--- config.mk ---
export PLATFORM = sky130hd
export DESIGN_NAME = instr_fetch_unit_flat
export DESIGN_NICKNAME = d
export VERILOG_FILES = /design/src/rtl/instr_fetch_unit_if.sv /design/src/rtl/instr_fetch_unit.sv /design/src/flat_wrapper.sv
export SDC_FILE = /design/constraint.sdc
export NUM_CORES = 1
export LEC_CHECK = 0
export ABC_AREA = 1
export BUFFER_PORTS_ARGS = -buffer_cell sky130_fd_sc_hd__buf_2
export CAP_MARGIN = 0
export CORE_MARGIN = 2
export CORE_UTILIZATION = 30
export DETAILED_ROUTE_END_ITERATION = 7
export GPL_ROUTABILITY_DRIVEN = 0
export GPL_TIMING_DRIVEN = 0
export PLACE_DENSITY = 0.58
export SKIP_CTS_REPAIR_TIMING = 1
export SLEW_MARGIN = 5
export SYNTH_ARGS = -nofsm -noshare
export SYNTH_HDL_FRONTEND = slang
export SYNTH_SLANG_ARGS = --single-unit
--- constraint.sdc ---
create_clock -name clk_i -period 17.4 [get_ports clk_i]
set_input_delay 1.74 -clock clk_i [delete_from_list [all_inputs] [get_ports clk_i]]
set_output_delay 1.74 -clock clk_i [all_outputs]
set_load 0.01 [all_outputs]
--- src/rtl/instr_fetch_unit_if.sv ---
// instr_fetch_unit_if: instruction-memory address/data, redirect and decode handshake of the fetch stage.
interface instr_fetch_unit_if #(
    parameter int DEPTH = 4
) ();
    logic [31:0]            pc_addr_o;
    logic [31:0]            instr_i;
    logic                   redirect_i;
    logic [31:0]            redirect_pc_i;
    logic [31:0]            instr_o;
    logic [31:0]            instr_pc_o;
    logic                   valid_o;
    logic                   ready_i;
    logic [$clog2(DEPTH):0] count_o;
    logic                   end_o;

    modport master (
        output pc_addr_o, instr_o, instr_pc_o, valid_o, count_o, end_o,
        input  instr_i, redirect_i, redirect_pc_i, ready_i
    );

    modport slave (
        input  pc_addr_o, instr_o, instr_pc_o, valid_o, count_o, end_o,
        output instr_i, redirect_i, redirect_pc_i, ready_i
    );
endinterface

--- src/rtl/instr_fetch_unit.sv ---
// instr_fetch_unit: PC owner feeding a first-word-fall-through fetch queue drained by decode; redirects flush and reload the PC.
module instr_fetch_unit #(
    parameter int          DEPTH      = 4,
    parameter logic [31:0] RESET_PC   = 32'h0000_0000,
    parameter int          IMEM_WORDS = 32
) (
    input logic                clk_i,
    input logic                rst_i,
    instr_fetch_unit_if.master bus
);
    localparam int          AW    = $clog2(DEPTH);
    localparam int          CW    = AW + 1;
    localparam logic [32:0] LIMIT = 33'(IMEM_WORDS) * 33'd4;

    logic [63:0]   mem_q [DEPTH];
    logic [31:0]   fetch_pc_q, fetch_pc_d;
    logic [AW-1:0] rd_q, rd_d, wr_q, wr_d;
    logic [CW-1:0] count_q, count_d;
    logic          valid, pop, push, in_range;
    logic          unused_lsbs;

    always_comb begin
        valid      = count_q != '0;
        pop        = valid & bus.ready_i;
        in_range   = {1'b0, fetch_pc_q} < LIMIT;
        // a full queue can still accept the fetch when the head leaves in the same cycle
        push       = ~bus.redirect_i & in_range & ((count_q < CW'(DEPTH)) | pop);
        fetch_pc_d = bus.redirect_i ? {bus.redirect_pc_i[31:2], 2'b00} :
                     push ? fetch_pc_q + 32'd4 : fetch_pc_q;
        wr_d       = bus.redirect_i ? '0 : wr_q + AW'(push);
        rd_d       = bus.redirect_i ? '0 : rd_q + AW'(pop);
        count_d    = bus.redirect_i ? '0 : count_q + CW'(push) - CW'(pop);
    end

    always_ff @(posedge clk_i) begin
        if (rst_i) begin
            fetch_pc_q <= RESET_PC;
            rd_q       <= '0;
            wr_q       <= '0;
            count_q    <= '0;
        end else begin
            fetch_pc_q <= fetch_pc_d;
            rd_q       <= rd_d;
            wr_q       <= wr_d;
            count_q    <= count_d;
        end
    end

    always_ff @(posedge clk_i) begin
        if (push && !rst_i) mem_q[wr_q] <= {bus.instr_i, fetch_pc_q};
    end

    assign unused_lsbs    = ^bus.redirect_pc_i[1:0];
    assign bus.pc_addr_o  = fetch_pc_q;
    assign bus.valid_o    = valid;
    assign bus.instr_o    = valid ? mem_q[rd_q][63:32] : '0;
    assign bus.instr_pc_o = valid ? mem_q[rd_q][31:0] : '0;
    assign bus.count_o    = count_q;
    assign bus.end_o      = ~in_range;
endmodule
--- src/flat_wrapper.sv ---
// flat-port wrapper written by rule: the top's interface ports become plain ports
module instr_fetch_unit_flat 
#(
    parameter int          DEPTH      = 4,
    parameter logic [31:0] RESET_PC   = 32'h0000_0000,
    parameter int          IMEM_WORDS = 32
)
  (clk_i, rst_i, bus_pc_addr_o, bus_instr_o, bus_instr_pc_o, bus_valid_o, bus_count_o, bus_end_o, bus_instr_i, bus_redirect_i, bus_redirect_pc_i, bus_ready_i);
  instr_fetch_unit_if #(.DEPTH(DEPTH)) bus_i ();
  input logic clk_i;
  input logic rst_i;
  output wire logic [$bits(bus_i.pc_addr_o)-1:0] bus_pc_addr_o;
  output wire logic [$bits(bus_i.instr_o)-1:0] bus_instr_o;
  output wire logic [$bits(bus_i.instr_pc_o)-1:0] bus_instr_pc_o;
  output wire logic [$bits(bus_i.valid_o)-1:0] bus_valid_o;
  output wire logic [$bits(bus_i.count_o)-1:0] bus_count_o;
  output wire logic [$bits(bus_i.end_o)-1:0] bus_end_o;
  input wire logic [$bits(bus_i.instr_i)-1:0] bus_instr_i;
  input wire logic [$bits(bus_i.redirect_i)-1:0] bus_redirect_i;
  input wire logic [$bits(bus_i.redirect_pc_i)-1:0] bus_redirect_pc_i;
  input wire logic [$bits(bus_i.ready_i)-1:0] bus_ready_i;
  assign bus_pc_addr_o = bus_i.pc_addr_o;
  assign bus_instr_o = bus_i.instr_o;
  assign bus_instr_pc_o = bus_i.instr_pc_o;
  assign bus_valid_o = bus_i.valid_o;
  assign bus_count_o = bus_i.count_o;
  assign bus_end_o = bus_i.end_o;
  assign bus_i.instr_i = bus_instr_i;
  assign bus_i.redirect_i = bus_redirect_i;
  assign bus_i.redirect_pc_i = bus_redirect_pc_i;
  assign bus_i.ready_i = bus_ready_i;
  instr_fetch_unit #(.DEPTH(DEPTH), .RESET_PC(RESET_PC), .IMEM_WORDS(IMEM_WORDS)) u_core (.clk_i(clk_i), .rst_i(rst_i), .bus(bus_i));
endmodule
-- Yosys cells after proc, flatten, opt, wreduce, memory -nomap -nowiden
Memory sizes are Yosys's and may differ from the RTL's. A register that Yosys moved wholly into a read port is not among the register bits.
Index checks and enable logic that the tools add are counted.
- register bits: 39
- memory bits (writable): 256
- bits of input ports: 68
- output and inout port bits: 101
- word-level logic and storage cells: 31
- memories kept: 1
- $add $sub $neg: 5
- $lt $le $gt $ge: 2
- multiplexer cells: 7
- bitwise gates (word level): 6
- reduce and logical (&&, ||, !) cells: 5
- memories (memory ; depth ; bits a word ; rd ports ; clocked after Yosys merged registers in ; write ports ; line ; text):
    u_core.mem_q ; 4 ; 64 ; 1 ; 1 ; 1 ; instr_fetch_unit.sv:15 ; logic [63:0] mem_q [DEPTH];
- operator list (operator ; count):
    2-to-1 mux 32 bit ; 4
    adder 32 x 3 -> 32 bit, second input constant ; 1
    less-than comparator 32 x 8 -> 1 bit, second input constant ; 1
    adder 2 x 1 -> 2 bit ; 2
    adder 3 x 1 -> 3 bit ; 1
    bitwise AND 1 bit ; 3
    less-than comparator 3 bit, second input constant ; 1
    nonzero test 3 bit ; 1
    subtractor 3 x 1 -> 3 bit ; 1
    2-to-1 mux 1 bit ; 2
    2-to-1 mux 2 bit ; 1
    inverter 1 bit ; 2
    nonzero test 2 bit ; 1
    OR reduction 2 bit ; 1
    logical AND 1 bit ; 1
    logical NOT 1 bit ; 1
    OR 1 bit ; 1

-- Logic depth before layout (Yosys ltp)
Gate-level depths: netlist of the first run.
- depth in word-level cells: 7
- depth in mapped cells: 14
- gate-level depth less buffers: 13

-- Worst setup path after synthesis of the first run
OpenSTA, ideal clock, no wires.
- kind: input -> register
- start point: input bus_redirect_i
- end point: memory u_core.mem_q[2][10], enable pin
- arrival: 8.041 ns
- required time: 16.765 ns
- path slack: 8.723 ns
- stages: 4
- buffers on the path: 1
- path through: buf_2 nor2_1 inv_1 nor4_1
- cells in the longest elaborated chain, start to end: 6
- RTL lines (item ; line ; text):
    from (decl) ; flat_wrapper.sv:19 ; input wire logic [$bits(bus_i.redirect_i)-1:0] bus_redirect_i;
    inverter 1 bit ; instr_fetch_unit.sv:27 ; push = ~bus.redirect_i & in_range & ((count_q < CW'(DEPTH)) | pop);
    bitwise AND 1 bit (2 in series) ; instr_fetch_unit.sv:27 ;
    logical AND 1 bit ; instr_fetch_unit.sv:50 ; if (push && !rst_i) mem_q[wr_q] <= {bus.instr_i, fetch_pc_q};
    2-to-1 mux 1 bit ; instr_fetch_unit.sv:50 ;
    2-to-1 mux 1 bit (not written as such) ; instr_fetch_unit.sv:50 ;
    to (decl) ; instr_fetch_unit.sv:15 ;
Every way passes these cells.

-- Worst setup path after layout of the first run
- start point: register u_core.count_q[1] (netlist: u_core.bus.count_o[1])
- end point: output bus_instr_o[22]
- cells in the longest elaborated chain, start to end: 2
- RTL lines (item ; line ; text):
    from (decl) ; instr_fetch_unit.sv:18 ; logic [CW-1:0] count_q, count_d;
    from (signal assigned) ; instr_fetch_unit.sv:45 ; count_q <= count_d;
    nonzero test 3 bit ; instr_fetch_unit.sv:23 ; valid = count_q != '0;
    2-to-1 mux 32 bit ; instr_fetch_unit.sv:56 ; assign bus.instr_o = valid ? mem_q[rd_q][63:32] : '0;
    to (decl) ; flat_wrapper.sv:13 ; output wire logic [$bits(bus_i.instr_o)-1:0] bus_instr_o;
Every way passes these cells.

==> summary.md, run 1 <==
| Metric | Value |
|---|---|
| Routed vias | `a little under 8000` |
| Die area | `approximately 0.04 mm^2` |
| Power Density | `approximately 100 mW/mm^2` |
| Fin Setup TNS | `0 ps` |
| Layout cell share with drive strength beyond 1 | `0.231` |
| Post-synth top area cell | `edfxtp_1` |
| Worst setup EP type | `primary output` |
| Clock Tree Buf Depth | `3` |
| Worst-Margin Slew | `just over 800 ps` |
| Hold Path Class | `register to register` |
| Drc violations | `0` |
| Tmin final | `~4200 ps` |
| Crit path cell chain | `nor3_2 > clkbuf_1 > a21oi_1 > buf_2` |
| Worst setup margin | `13160 ps` |
| Vias in the first global route | `roughly 7900` |
| Clock slew at reported path FFs | `60 ps` |
| DRT Pass-1 Iters | `5` |
| Gate Count Post-Synth | `slightly below 1000` |
| Top Ports | `approximately 170` |
| Synth cell types | `27` |
| VDD IR max | `around 0.000066 V` |
| Total track usage | `0.158` |
| Final setup viols | `0` |
| Commonest non-fill, non-tap cell in the layout | `nor2_1` |
| Crit Path Max Fanout | `10` |
| Syn Area/Cell | `11.6 um^2` |
| Util after Layout | `0.379` |
| Max Clk Rate | `around 0.24 GHz` |
| Die Span Y | `slightly below 200 um` |
| Post-DR wirelength/cell | `between 15 and 20 um` |
| Status | `complete, no violations` |
| Final Slew Violations | `0` |
| DR iter-0 viols | `just under 400` |
| CP max-delay cell | `nor3_2` |
| Die Span X | `198 um` |
| Critical setup path kind | `register to primary output` |
| Largest net degree at the start of global routing | `21` |
| Grt ovf | `0` |
| CTS Sinks | `~290` |
| Row Count | `71` |
| WP data arrival | `between 2000 and 3000 ps` |
| RSZ-0062 raised after global routing | `false` |
| # port buffers | `161` |
| Largest cells by area after synthesis | `edfxtp_1, nor2_1, dfxtp_1, o21ai_0, a21oi_1` |
| Leakage | `around 5.3 nW` |
| Clk_lat worst skew | `~500 ps` |
| Warnings, synthesis | `0` |
| Final worst-path cycle share | `0.244` |
| Setup crit start kind | `register` |
| Worst path max stage delay | `~700 ps` |
| Core Area | `0.0374 mm^2` |
| Vias/cell | `about 4.6` |
| Root Buffer | `clkbuf_16` |
| Total wire length | `31.2 mm` |
| Register area share after synthesis | `0.725` |
| TritonCTS clock tree | `done` |
| Most frequent cells in the layout | `nor2_1, edfxtp_1, buf_2, o21ai_0, a21oi_1` |
| CP required | `approximately 16000 ps` |
| Htree depth | `2` |
| Total CTS buffers | `35` |
| Setup WS pre-CTS | `around 13000 ps` |
| Initial antenna violation count | `1` |
| Clk_skew | `11.5 ps` |
| Synth top area share | `0.659` |
| Antenna-violating nets left | `0` |
| Hpwl dp | `between 20 and 25 mm` |
| Final Hold Fails | `0` |
| Starting Density | `0.302` |
| Nets@finish | `1278` |
| First-pass GRT wire length | `about 46 mm` |
| Number of max-cap violations | `0` |
| P&R area growth vs syn | `25.3%` |
| Synthesis-stage register bit count | `285` |
| Slew headroom | `0.453` |
| Area of the mapped netlist | `approximately 0.011 mm^2` |
[layer usage]
layer / vias to the layer above / track usage / wire length, um
li1: 3851 / - / -
met1: 3818 / 0.208 / 13800
met2: 221 / 0.268 / 15000
met3: 45 / 0.0308 / 1770
met4: 0 / 0.0418 / 554
met5: - / 0 / 0
[final timing paths]
check / start / cells past startpoint / slack, ps / endpoint
hold / removal: u_core.bus.pc_addr_o[16] / 0 / 550 / u_core.mem_q[3][16]
setup / recovery: u_core.bus.count_o[1] / 4 / 13160 / bus_instr_o[22]
setup reg to reg: u_core.bus.pc_addr_o[26] / 12 / 14540 / u_core.mem_q[3][39]
hold reg to reg: u_core.bus.pc_addr_o[16] / 0 / 550 / u_core.mem_q[3][16]
[final cells by class]
class / count / area (um^2)
sequential: 285 / 8190
inverter: 32 / 120
tap: 511 / 639
buffer: 63 / 299
timing repair buffer: 188 / 1120
multi-input combinational: 599 / 2730
clock inverter: 18 / 105
clock buffer: 45 / 956
fill: 3706 / 23200
antenna: 2 / 5.00
[kinds of logic after synthesis]
family	synth area share
compound gates	0.0983
xor+xnor	0.00543
fa+ha+maj	0.00731
buf+inv	0.0371
flops	0.725
mux	0.000886
other cells	0.000332
simple gates	0.126
[synthesized netlist by cell type]
master and instances:
nor2_4 1, xnor2_1 4, nand3_2 1, inv_1 29
nor3_2 1, nand3b_1 1, nor2_1 273, clkbuf_1 23
mux2i_1 1, buf_6 1, nand2_1 48, nand3_1 30
buf_2 23, conb_1 1, edfxtp_1 248, buf_1 5
clkbuf_2 6, fa_1 1, ha_1 5, xor2_1 3
nor4_1 3, o21ai_0 131, nand2_4 1, inv_2 3
a21oi_1 91, dfxtp_1 37, buf_4 5
[stage by stage]
stage | std cells | hold WS (ps) | cell area, um^2 | power, mW
floorplan | 979 | 475 | 11300 | 0.787
global placement | 1651 | 491 | 12800 | 0.812
detailed placement | 1678 | 528 | 13100 | 0.813
CTS | 1741 | 545 | 14200 | 1.48
global route | 1742 | 566 | 14200 | 1.51
finish | 1743 | 548 | 14200 | 1.46
[state kept, by name (all words and copies together), names as in the netlist]
| register | flops |
|---|---|
| u_core.rd_q | 2 |
| u_core.wr_q | 2 |
| u_core.bus.pc_addr_o | 30 |
| u_core.mem_q | 248 |
| u_core.bus.count_o | 3 |
[worst max-delay path: cells and delay by family (launching register included)]
family,cells,cell delay [ps]
AND/OR/NAND/NOR,1,700
buffers and inverters,2,750
flip-flops,1,360
AO/OA/AOI/OAI,1,170
[power breakdown]
group / internal, mW / leakage, nW / switching (mW)
Clock: 0.390 / 0.510 / 0.273
Combinational: 0.0164 / 2.29 / 0.0260
Sequential: 0.747 / 2.53 / 0.00878
Total: 1.15 / 5.33 / 0.307
Power figures use the tool's default switching activity.
==> run 2: changes to the inputs <==
clock period = 4.1 ns   (was 17.4 ns; I/O delays follow)
==> run 2 against run 1 <==
Net effect: highest routed layer unchanged; power increased to 4.1 times the previous value; first-iteration DRC count increased by 2.8%; critical path depth increased by 8; die area unchanged; critical endpoint is now u_core.mem_q[3][42]; largest cell class unchanged; combinational power increased to 4.3 times the previous value.
==> summary.md, run 2 (same netlist as run 1, synthesis figures left out) <==
| Metric | Value |
|---|---|
| Status | `complete, no violations (unchanged)` |
| Max reg flops | `248 (unchanged)` |
| Slew headroom | `0.380 (was 0.453)` |
| Vias/cell | `4.54 (was 4.55)` |
| DR iter-0 viols | `405 (was 394)` |
| Clk_lat worst skew | `550 ps (was 500 ps)` |
| Number of max-cap violations | `0 (unchanged)` |
| Final Slew Violations | `0 (unchanged)` |
| Vias in the first global route | `7475 (was 7874)` |
| Commonest non-fill, non-tap cell in the layout | `nor2_1 (unchanged)` |
| Tmin final | `3020 ps` |
| Grt ovf | `0 (unchanged)` |
| Total track usage | `0.154 (was 0.158)` |
| CTS Sinks | `285 (unchanged)` |
| Die area | `0.0392 mm^2 (unchanged)` |
| Row Count | `71 (unchanged)` |
| DRT Pass-1 Iters | `5 (unchanged)` |
| Antenna-violating nets left | `0 (unchanged)` |
| Power Density | `432 mW/mm^2 (was 103 mW/mm^2)` |
| CP max-delay cell | `nor4_4 (was nor3_2)` |
| Hpwl dp | `20.5 mm (was 21.1 mm)` |
| Starting Density | `0.302 (unchanged)` |
| Core Area | `0.0374 mm^2 (unchanged)` |
| Worst-Margin Slew | `924 ps (was 816 ps)` |
| Die Span X | `198 um (unchanged)` |
| Setup WS pre-CTS | `1030 ps (was 13310 ps)` |
| Clock slew at reported path FFs | `60 ps (about the same)` |
| Multi-input gate area | `0.00275 mm^2 (was 0.00273 mm^2)` |
| Crit path cell chain | `inv_1 > nand2_1 > nor2_1 > nand2_1 > nor2_1 > nand3_1 > buf_2 > nor4_4 > buf_8 > buf_6 > buf_8 > buf_6 (was nor3_2 > clkbuf_1 > a21oi_1 > buf_2)` |
| Max Clk Rate | `about 0.33 GHz` |
| Most frequent cells in the layout | `nor2_1, edfxtp_1, buf_2, o21ai_0, a21oi_1 (unchanged)` |
| Biggest register | `u_core.mem_q (unchanged)` |
| RSZ-0062 raised after global routing | `false (unchanged)` |
| WP data arrival | `3270 ps (was 2500 ps)` |
| Post-DR wirelength/cell | `17.9 um (about the same)` |
| Clock Tree Buf Depth | `3 (unchanged)` |
| Top Ports | `169 (unchanged)` |
| Worst setup EP type | `register (was primary output)` |
| Worst setup margin | `1080 ps (was 13160 ps)` |
| First-pass GRT wire length | `45.5 mm (was 46.4 mm)` |
| P&R area growth vs syn | `24.3% (was 25.3%)` |
| Crit Path Max Fanout | `12 (was 10)` |
| Routed vias | `7826 (was 7935)` |
| Clk_skew | `18.2 ps (was 11.5 ps)` |
| TritonCTS clock tree | `done (unchanged)` |
| Setup crit start kind | `register (unchanged)` |
| Leakage | `5.26 nW (was 5.33 nW)` |
| Initial antenna violation count | `1 (unchanged)` |
| Die Span Y | `198 um (unchanged)` |
| Root Buffer | `clkbuf_16 (unchanged)` |
| Final Hold Fails | `0 (unchanged)` |
| Reg area | `0.00819 mm^2 (unchanged)` |
| Total CTS buffers | `31 (was 35)` |
| Final setup viols | `0 (unchanged)` |
| Layout cell share with drive strength beyond 1 | `0.219 (was 0.231)` |
| # port buffers | `161 (unchanged)` |
| Worst path max stage delay | `630 ps (was 700 ps)` |
| Fillers | `3671 (was 3706)` |
| VDD IR max | `0.000325 V (was 0.0000656 V)` |
| CP required | `4350 ps (was 15660 ps)` |
| Largest net degree at the start of global routing | `25 (was 21)` |
| Hold Path Class | `primary input to register (was register to register)` |
| Drc violations | `0 (unchanged)` |
| WHS | `78.0 ps (was 548 ps)` |
| Htree depth | `1 (was 2)` |
| Critical setup path kind | `register to register (was register to primary output)` |
| Total wire length | `30.8 mm (was 31.2 mm)` |
| Final worst-path cycle share | `0.737` |
| Nets@finish | `1264 (was 1278)` |
-- run 2: cell count changes in the layout (fill, tap and decap cells not counted), moves of 2 or more --
cell        change
clkbuf_16       -6
nor4_2          -2
clkinvlp_4      -3
clkinv_4        -2
clkbuf_1        +2
buf_4          -18
clkinv_1        -2
buf_8           +6
bufinv_16       +3
buf_6           +3
nor4_4          +2
-- run 2: per-layer routing --
layer / global-route usage / share of wire / up-vias
met1: 0.209 / 0.45 / 3751
met4: 0.0312 / 0.018 / 0
met2: 0.258 / 0.47 / 216
met3: 0.0286 / 0.061 / 33
met5: 0 / 0 / -
li1: - / - / 3826
-- run 2: cell type report --
| type | count | area share |
|---|---|---|
| Buffer | 63 | 0.0213 |
| Inverter | 32 | 0.00855 |
| Antenna cell | 1 | 0.000178 |
| Clock buffer | 42 | 0.0589 |
| Timing Repair Buffer | 178 | 0.0768 |
| Multi-Input combinational cell | 599 | 0.196 |
| Sequential cell | 285 | 0.583 |
| Tap cell | 511 | 0.0455 |
| Clock inverter | 13 | 0.00989 |
-- run 2: final timing paths --
kind                                               start             endpoint  slack [ps]  cells past startpoint
worst max-delay path            u_core.bus.pc_addr_o[24]  u_core.mem_q[3][42]        1080                     12
worst min-delay path                      bus_instr_i[4]  u_core.mem_q[2][36]          80                      1
worst max register to register  u_core.bus.pc_addr_o[24]  u_core.mem_q[3][42]        1080                     12
worst min register to register            u_core.wr_q[1]       u_core.wr_q[1]         530                      2
-- run 2: stage by stage --
step           cells  instance area, um^2  setup TNS, ps   util  total power [mW]
2_1_floorplan    979                11300         -95640      -              3.34
3_3_place_gp    1651                12800        -630890  0.342              3.45
3_5_place_dp    1668                13100              0  0.350              3.45
4_1_cts         1723                14000              0  0.375              6.12
5_1_grt         1723                14000              0  0.375              6.25
6_report        1724                14000              0  0.375              6.06
-- run 2: worst max-delay path: cells and delay by family (launching register included) --
family / cells / cell delay [ps]
buffers and inverters: 6 / 1090
flip-flops: 1 / 390
AND/OR/NAND/NOR: 6 / 1240
-- run 2: power breakdown --
group	internal [mW]	total [mW]	switching, mW
clock network	1.59	2.67	1.09
registers	3.17	3.21	0.0366
logic	0.0693	0.181	0.111
total	4.83	6.06	1.24
==> run 3: changes to the inputs <==
clock period = 3.04 ns   (was 4.1 ns; I/O delays follow)
==> run 3 against run 2 <==
Net effect: sequential power grew 35%; largest cell class unchanged; via count rose by 2.6%; first-iteration DRC count shrank 11%; sequential cell count unchanged; critical endpoint is now u_core.mem_q[0][55]; sequential share of layout area is 1.7 points lower; largest power group unchanged; clock power increased by 44%.
==> summary.md, run 3 (same netlist as run 1, synthesis figures left out) <==
| Metric | Value |
|---|---|
| Root Buffer | `clkbuf_16 (unchanged)` |
| Biggest register | `u_core.mem_q (unchanged)` |
| Worst-Margin Slew | `805 ps (was 924 ps)` |
| Hpwl dp | `20.6 mm (was 20.5 mm)` |
| RSZ-0062 raised after global routing | `false (unchanged)` |
| Max reg flops | `248 (unchanged)` |
| Total track usage | `0.156 (was 0.154)` |
| Grt ovf | `0 (unchanged)` |
| N_diodes | `0 (was 1)` |
| Drc violations | `0 (unchanged)` |
| Final worst-path cycle share | `0.919 (was 0.737)` |
| Total CTS buffers | `31 (unchanged)` |
| CP required | `3280 ps (was 4350 ps)` |
| Die Span X | `198 um (unchanged)` |
| GRT Max-Usage Layer | `met2 (unchanged)` |
| Layout cell share with drive strength beyond 1 | `0.229 (was 0.219)` |
| Starting Density | `0.302 (unchanged)` |
| Tmin final | `2800 ps (was 3020 ps)` |
| Vias/cell | `4.55 (was 4.54)` |
| Util after Layout | `0.388 (was 0.375)` |
| Largest net degree at the start of global routing | `24 (was 25)` |
| DRT Pass-1 Iters | `5 (unchanged)` |
| Met1 usage | `0.212 (was 0.209)` |
| Hold Path Class | `primary input to register (unchanged)` |
| Status | `complete, no violations (unchanged)` |
| Row Count | `71 (unchanged)` |
| Power Density | `583 mW/mm^2 (was 432 mW/mm^2)` |
| Critical setup path kind | `register to register (unchanged)` |
| Total wire length | `31.5 mm (was 30.8 mm)` |
| TritonCTS clock tree | `done (unchanged)` |
| Post-DR wirelength/cell | `17.8 um (was 17.9 um)` |
| Hold Path Stages | `3 (was 1)` |
| Placement Cell Area | `0.0131 mm^2 (about the same)` |
| Slew headroom | `0.462 (was 0.380)` |
| Met3 Use GR | `0.0288 (was 0.0286)` |
| Worst path max stage delay | `670 ps (was 630 ps)` |
| Clock slew at reported path FFs | `60 ps (about the same)` |
| Family with the most delay on the worst path | `simple AND/OR/NAND/NOR gates (unchanged)` |
| Worst setup EP type | `register (unchanged)` |
| Htree depth | `1 (unchanged)` |
| Leakage | `5.45 nW (was 5.26 nW)` |
| Fillers | `3602 (was 3671)` |
| Core Area | `0.0374 mm^2 (unchanged)` |
| Crit path cell chain | `inv_1 > nand2_1 > nor2_1 > nand2_1 > nor2_1 > nand3_1 > buf_6 > nor2_4 > nand3_2 > nor2_4 > buf_12 (was inv_1 > nand2_1 > nor2_1 > nand2_1 > nor2_1 > nand3_1 > buf_2 > nor4_4 > buf_8 > buf_6 > buf_8 > buf_6)` |
| Post-route cell area | `0.0145 mm^2 (was 0.0140 mm^2)` |
| CP max-delay cell | `nor2_4 (was nor4_4)` |
| WP data arrival | `3030 ps (was 3270 ps)` |
| Initial antenna violation count | `0 (was 1)` |
| Routed vias | `8033 (was 7826)` |
| Final Total Pwr | `8.45 mW (was 6.06 mW)` |
| Placed cells | `1667 (was 1668)` |
| Final setup viols | `0 (unchanged)` |
| Setup crit start kind | `register (unchanged)` |
| VDD IR max | `0.000373 V (was 0.000325 V)` |
| Commonest non-fill, non-tap cell in the layout | `nor2_1 (unchanged)` |
| Most frequent cells in the layout | `nor2_1, edfxtp_1, buf_2, o21ai_0, a21oi_1 (unchanged)` |
| Clock Tree Buf Depth | `3 (unchanged)` |
| Clk_skew | `10.2 ps (was 18.2 ps)` |
| Antenna-violating nets left | `0 (unchanged)` |
| Top Ports | `169 (unchanged)` |
| CTS Sinks | `285 (unchanged)` |
| Buf/Inv on CP | `3 (was 6)` |
| Final Non-Filler Cells | `1764 (was 1724)` |
| Die Span Y | `198 um (unchanged)` |
| Nets@finish | `1303 (was 1264)` |
| Max Clk Rate | `0.358 GHz (was 0.331 GHz)` |
| R2R depth | `11 (was 12)` |
| DR iter-0 viols | `360 (was 405)` |
| Die area | `0.0392 mm^2 (unchanged)` |
| Grt met2 use | `0.260 (was 0.258)` |
| # port buffers | `161 (unchanged)` |
| Final Slew Violations | `0 (unchanged)` |
| Flop-to-flop setup slack | `240 ps (was 1080 ps)` |
| Number of max-cap violations | `0 (unchanged)` |
| First-pass GRT wire length | `46.2 mm (was 45.5 mm)` |
| Clk_lat worst skew | `550 ps (about the same)` |
| Stages on the worst setup path | `11 (was 12)` |
| Crit Path Max Fanout | `23 (was 12)` |
| P&R area growth vs syn | `28.3% (was 24.3%)` |
| Vias in the first global route | `7608 (was 7475)` |
| Final Hold Fails | `0 (unchanged)` |
## run 3: cell count changes in the layout (fill, tap and decap cells not counted), moves of 2 or more
cell / change
buf_16: -2
dfxtp_1: -16
dfxtp_2: +15
bufinv_16: +2
buf_8: -2
buf_6: +3
clkinv_2: -2
dlygate4sd3_1: +38
## run 3: area by class of cell
| class | instances | area (um^2) | area share |
|---|---|---|---|
| plain buffers | 63 | 305 | 0.0211 |
| clock buffers | 42 | 837 | 0.0577 |
| clock inverters | 15 | 205 | 0.0141 |
| inverters | 32 | 120 | 0.00828 |
| multi-input cells | 600 | 2760 | 0.190 |
| flip-flops and latches | 285 | 8210 | 0.566 |
| well taps | 511 | 639 | 0.0441 |
| repair buffers | 216 | 1420 | 0.0982 |
## run 3: final timing paths
kind / from / end
worst max-delay path: u_core.bus.pc_addr_o[25] / u_core.mem_q[0][55]
worst min-delay path: bus_redirect_pc_i[11] / u_core.bus.pc_addr_o[11]
worst max register to register: u_core.bus.pc_addr_o[25] / u_core.mem_q[0][55]
worst min register to register: u_core.bus.pc_addr_o[18] / u_core.bus.pc_addr_o[18]
## run 3: per-stage QoR
stage          hold slack (ps)  setup TNS, ps  setup slack, ps
5_1_grt                  0.966              0             78.6
4_1_cts                  -58.6          -18.4            -13.1
6_report                  3.12              0              245
3_3_place_gp               481        -364630            -2370
2_1_floorplan              403         -40560             -327
3_5_place_dp               483              0             1.04
## run 3: metal layers
layer  vias up  wire, um
met5         -         0
met4         0       447
met1      3870     14500
met3        36      1710
li1       3907         -
met2       220     14800
## run 3: worst register-to-register path: cells and delay by family (launching register included)
| family | cells | cell delay [ps] |
|---|---|---|
| buffers and inverters | 3 | 540 |
| DFF | 1 | 370 |
| and+or+nand+nor | 8 | 1560 |
## run 3: report_power, final
| group | internal [mW] | leakage, nW | switching (mW) |
|---|---|---|---|
| combinational | 0.126 | 2.41 | 0.160 |
| sequential | 4.28 | 2.53 | 0.0502 |
| clock | 2.34 | 0.503 | 1.49 |
